<file path="src/rtl/branch_predictor.sv">
// Direct-mapped branch predictor: 2-bit direction counter + target per entry, resolved and trained from EX.
// Define BP_PERF_EN to build the resolved-branch / mispredict performance counters.
module branch_predictor #(
    parameter int unsigned IDX_W    = 4,
    parameter logic [1:0]  CNT_INIT = 2'b01
) (
    input  logic        clk,
    input  logic        rstn,
    input  logic [31:0] if_pc,
    output logic        pred_taken,
    output logic [31:0] pred_target,
    input  logic        ex_valid,
    input  logic        ex_stall,
    input  logic [31:0] ex_pc,
    input  logic [31:0] ex_target,
    input  logic        ex_cmp_result,
    input  logic        ex_pred_taken,
    input  logic [31:0] ex_pred_target,
    output logic        redirect,
    output logic [31:0] redirect_pc,
    output logic [31:0] perf_branches,
    output logic [31:0] perf_mispredicts
);
    localparam int unsigned ENTRIES = 2 ** IDX_W;
    localparam int unsigned TAG_W   = 32 - IDX_W - 2;

    typedef enum logic [1:0] {
        SNT = 2'b00,
        WNT = 2'b01,
        WT  = 2'b10,
        ST  = 2'b11
    } cnt_e;

    logic             valid_q [ENTRIES];
    logic [TAG_W-1:0] tag_q   [ENTRIES];
    logic [31:0]      tgt_q   [ENTRIES];
    cnt_e             cnt_q   [ENTRIES];

    logic [IDX_W-1:0] if_idx;
    logic [IDX_W-1:0] ex_idx;
    logic [TAG_W-1:0] if_tag;
    logic [TAG_W-1:0] ex_tag;
    logic             if_hit;
    logic             ex_hit;
    logic             train;
    logic             mispredict;
    logic [31:0]      ex_next;
    logic [31:0]      tgt_d;
    cnt_e             cnt_d;

    assign if_idx = if_pc[IDX_W+1:2];
    assign if_tag = if_pc[31:IDX_W+2];
    assign ex_idx = ex_pc[IDX_W+1:2];
    assign ex_tag = ex_pc[31:IDX_W+2];
    assign if_hit = valid_q[if_idx] && (tag_q[if_idx] == if_tag);
    assign ex_hit = valid_q[ex_idx] && (tag_q[ex_idx] == ex_tag);
    assign train  = rstn && ex_valid && !ex_stall;

    always_comb begin
        pred_taken  = 1'b0;
        pred_target = if_pc + 32'd4;
        if (rstn && if_hit && (cnt_q[if_idx] inside {WT, ST})) begin
            pred_taken  = 1'b1;
            pred_target = tgt_q[if_idx];
        end
    end

    always_comb begin
        ex_next     = ex_cmp_result ? ex_target : ex_pc + 32'd4;
        mispredict  = ex_valid && ((ex_cmp_result != ex_pred_taken) || (ex_next != ex_pred_target));
        redirect    = rstn && mispredict;
        redirect_pc = (rstn && ex_valid) ? ex_next : '0;
    end

    // A miss allocates fresh: counter starts weak in the resolved direction.
    always_comb begin
        cnt_d = ex_cmp_result ? WT : WNT;
        tgt_d = ex_target;
        if (ex_hit) begin
            if (!ex_cmp_result) begin
                tgt_d = tgt_q[ex_idx];
            end
            case (cnt_q[ex_idx])
                SNT: cnt_d = ex_cmp_result ? WNT : SNT;
                WNT: cnt_d = ex_cmp_result ? WT  : SNT;
                WT:  cnt_d = ex_cmp_result ? ST  : WNT;
                ST:  cnt_d = ex_cmp_result ? ST  : WT;
            endcase
        end
    end

    always_ff @(posedge clk) begin
        if (!rstn) begin
            valid_q <= '{default: 1'b0};
            tag_q   <= '{default: '0};
            tgt_q   <= '{default: '0};
            cnt_q   <= '{default: cnt_e'(CNT_INIT)};
        end else if (train) begin
            valid_q[ex_idx] <= 1'b1;
            tag_q[ex_idx]   <= ex_tag;
            tgt_q[ex_idx]   <= tgt_d;
            cnt_q[ex_idx]   <= cnt_d;
        end
    end

`ifdef BP_PERF_EN
    logic [31:0] perf_br_q;
    logic [31:0] perf_br_d;
    logic [31:0] perf_mp_q;
    logic [31:0] perf_mp_d;

    always_comb begin
        perf_br_d = perf_br_q;
        perf_mp_d = perf_mp_q;
        if (train) begin
            if (perf_br_q != '1) begin
                perf_br_d = perf_br_q + 32'd1;
            end
            if (mispredict && (perf_mp_q != '1)) begin
                perf_mp_d = perf_mp_q + 32'd1;
            end
        end
    end

    always_ff @(posedge clk) begin
        if (!rstn) begin
            perf_br_q <= '0;
            perf_mp_q <= '0;
        end else begin
            perf_br_q <= perf_br_d;
            perf_mp_q <= perf_mp_d;
        end
    end

    assign perf_branches    = perf_br_q;
    assign perf_mispredicts = perf_mp_q;
`else
    assign perf_branches    = '0;
    assign perf_mispredicts = '0;
`endif

endmodule

</file>
<file path="config.mk">
export PLATFORM = sky130hd
export DESIGN_NAME = branch_predictor
export DESIGN_NICKNAME = d
export VERILOG_FILES = /design/src/rtl/branch_predictor.sv
export SDC_FILE = /design/constraint.sdc
export NUM_CORES = 2
export LEC_CHECK = 0
export CAP_MARGIN = 15
export CORE_UTILIZATION = 25
export CTS_CLUSTER_DIAMETER = 150
export DETAILED_ROUTE_END_ITERATION = 16
export PLACE_DENSITY_LB_ADDON = 0.05
export REMOVE_ABC_BUFFERS = 1
export SETUP_SLACK_MARGIN = 0.5
export SLEW_MARGIN = 10
export SYNTH_ARGS = -nofsm -noshare
export SYNTH_HDL_FRONTEND = slang
export SYNTH_SLANG_ARGS = --single-unit
</file>
<file path="constraint.sdc">
create_clock -name clk -period 14.7 [get_ports clk]
set_clock_uncertainty 0.2 [all_clocks]
set_input_delay 1.47 -clock clk [delete_from_list [all_inputs] [get_ports clk]]
set_output_delay 1.47 -clock clk [all_outputs]
set_load 0.005 [all_outputs]
</file>
==> flow_results.org <==
** Outcome
- The flow ran to the end, and the final reports show no timing, DRC or antenna violations.

** Setup path
- The critical path goes through buf_8, buf_4, mux4_2, mux4_2, xnor2_1, nand4_1, nor3_1, and4_4, mux2_2, clkdlybuf4s50_1.
- Broken down by cell family, the worst path's largest delay share belongs to simple AND/OR/NAND/NOR gates.
- Critical Path Fanout Max :: 41
- For the worst flop-to-flop path, the logic depth is 11.
- The number of buffers and inverters on the critical path is 3.
- Most prevalent standard cell on the critical path :: mux4_2
- WP data required :: 13.03 ns
- The worst setup path is launched from a primary input.
- In this run the number of cells on the critical path is 10.
- Arrival time reported for the critical path endpoint :: 7.08 ns
- STA classifies the critical path endpoint as an output pin.
- The largest individual stage delay along the critical path comes from the cell and4_4.
- Crit-path max cell delay :: 0.80 ns
- Worst Path Class, Setup :: in2out

** Final layout
- Area taken by multi-input logic gates :: 30000 µm²
- For this run, the post-layout net count is 5353.
- Synth-to-layout area growth :: 16.8%
- The library cells used most frequently in the layout, excluding fill and tap cells, are dfxtp_1 (976), nand2_1 (907), o21ai_0 (552), mux4_2 (550), a21oi_1 (545).
- Fill cells in the final layout number 21421.
- Most common cell after layout, fill and taps aside :: dfxtp_1
- Summing all flip-flop and latch instances after layout gives 19500 µm².
- Proportion of layout cells with a drive suffix above 1 :: 0.189

** Detailed routing
- Drt total wl :: 254 mm
- Drt wl/cell :: 31.6 µm
- Dividing the detail-routed via count by the number of cells gives 5.32.
- Routed via count :: 42628
- Final antenna-violating net count :: 0
- Remaining routing DRC violations :: 0
- The first TritonRoute pass finished after 5 iterations.
- The detailed router finished its first iteration with 3229 violations.

** STA
- Clock period minus worst slack :: 8.75 ns
- Rel. slew slack :: 0.183
- The hold violation count in the final report came to 0.
- Dividing the final minimum period by the clock period gives 0.595.
- At the pin with the least slew margin, the transition time is 1.22 ns.
- Number of pins with negative max-slew slack in the final report :: 0
- Final setup violation count :: 0
- Setup total negative slack :: 0 ns
- Least setup slack across all paths after layout :: 5.95 ns
- Highest clock frequency the design can meet :: 114 MHz
- Setup repair after global routing left no endpoint under its margin.

** Floorplanning
- Starting density of the core :: 0.251
- The floorplan has 167 rows.
- The floorplan step set the die width to 458 µm.
- The total area inside the core boundary comes to 207000 µm².
- The die covers 210000 µm².
- The floorplan step set the die height to 458 µm.
- Top-level port count :: 264

** CTS
- In this run the clock root is driven by a clkbuf_16.
- Clock-pin slew of the registers on the worst-case setup and hold paths :: 0.05 ns
- Counting along the longest clock path gives a buffer depth of 3.
- Buffers inserted during clock tree synthesis total 133.
- Buffers added to address setup during post-CTS repair amount to 0.
- The H-tree generated during clock tree synthesis spans 4 levels.
- TritonCTS built the clock tree.
- After clock tree synthesis, the flow added hold-fix buffers numbering 0.
- In this run, post-CTS repair resized a total of 0 instances.
- Clk_lat worst skew :: 0.80 ns
- The clock drives 976 sinks.

** Worst hold path
- Along the worst hold path, the cell count comes to 2.
- In this run the worst hold path is classified as reg2reg.

** Pwr
- Power spread over the standard cell area amounts to 108 nW/µm².
- IR analysis of the VDD net gives a maximum drop of 0.120 mV.
- P_leak :: 20.2 nW

** Job
- Max-cap violations in this run came to 0.

** Logic synthesis
- Leading register cell type out of synthesis :: dfxtp_1
- Number of synthesized register bits :: 976
- The average instance in the mapped netlist occupies 9.83 µm².
- Of the synthesized area, sequential elements account for 0.376.
- The mapped netlist covers 52000 µm².
- Count of different cell masters after synthesis :: 65
- Counting every instance in the synthesized netlist gives 5288.
- After synthesis, the share of flip-flops with an asynchronous set or reset is 0.
- Number of enable-type register cells in the synthesized netlist :: 0
- Yosys printed 0 warnings.

** Place
- After legalization and detailed placement, the total HPWL measured 157 mm.
- The congestion estimate from routability-driven global placement came to 0.829.
- Worst slack at placement :: 5.91 ns
- Number of buffers added on ports :: 199

** Global route
- The number of antenna violations at the first check in global routing is 9.
- Entering global routing, the biggest net connects 178 pins.
- Wire length of the first global-routing pass :: 351 mm
- Leftover overflow at the end of global routing :: 0
- Vias in the first global route :: 41678
- GRT Overall Usage :: 0.238
==> stage by stage <==
step / power [mW] / utilization / hold WS (ns) / instances / area [µm²]
2_1_floorplan: 2.93 / - / 0.247 / 4720 / 49500
3_3_place_gp: 3.35 / 0.272 / 0.261 / 7782 / 56300
3_5_place_dp: 3.35 / 0.272 / 0.269 / 7783 / 56400
4_1_cts: 6.68 / 0.294 / 0.278 / 8016 / 60700
5_1_grt: 6.80 / 0.294 / 0.301 / 8017 / 60700
6_report: 6.58 / 0.294 / 0.274 / 8020 / 60700
==> routing by layer <==
layer | global-route usage | up-vias | routed length, µm
li1 | - | 19019 | -
met1 | 0.309 | 22176 | 110000
met2 | 0.403 | 1123 | 124000
met3 | 0.0320 | 310 | 10200
met4 | 0.0836 | 0 | 9020
met5 | 0 | - | 0
==> state kept, by name (all words and copies together), names as in the netlist <==
register / cells
valid_q: 16
tgt_q: 512
cnt_q: 32
tag_q: 416
==> power by group <==
part           leakage, nW  internal [mW]  switching [mW]
clock                 2.15           1.96            1.34
combinational         10.2          0.210           0.404
sequential            7.87           2.66          0.0113
total                 20.2           4.83            1.76
==> final timing paths <==
kind,from,end,slack (ns)
max,if_pc[2],pred_target[8],5.95
max reg2reg,tag_q[18]$_SDFFE_PN0P_,tgt_q[492]$_SDFFE_PN0P_,8.74
min reg2reg,cnt_q[4]$_SDFFE_PN1P_,cnt_q[4]$_SDFFE_PN1P_,0.27
min,cnt_q[4]$_SDFFE_PN1P_,cnt_q[4]$_SDFFE_PN1P_,0.27
==> cells in the mapped netlist, drive strengths merged, types with 21 or more instances <==
master / n / area share
a21boi: 416 / 0.060
a21oi: 545 / 0.052
buf: 174 / 0.020
clkbuf: 457 / 0.033
dfxtp: 976 / 0.38
mux2: 45 / 0.0097
mux2i: 93 / 0.018
mux4: 550 / 0.24
nand2: 916 / 0.066
nand3: 56 / 0.0054
nand4: 21 / 0.0025
nor2: 96 / 0.0069
o211ai: 23 / 0.0033
o21ai: 552 / 0.053
xnor2: 110 / 0.019
xor2: 44 / 0.0074
==> tightest hold or removal path: cells and delay by family, from the launching register on <==
| kind | cells | cell delay, ns |
|---|---|---|
| compound gates | 1 | 0.07 |
| flops | 1 | 0.32 |
| simple gates | 1 | 0.05 |
==> kinds of logic after synthesis <==
family | share of synthesized area
compound gates | 0.184
xor+xnor | 0.0259
fa+ha+maj | 0.00120
buf+inv | 0.0546
flops | 0.376
mux | 0.266
other cells | 0.0000721
simple gates | 0.0921
==> final cells by class <==
cell class / instances / share of cell area
diodes: 4 / 0.000165
clock buffers: 211 / 0.0680
clock inverters: 22 / 0.00369
inverters: 20 / 0.00124
multi-input cells: 3724 / 0.495
flip-flops and latches: 976 / 0.322
well taps: 2704 / 0.0557
repair buffers: 359 / 0.0547
(Power assumes the default switching activity.)
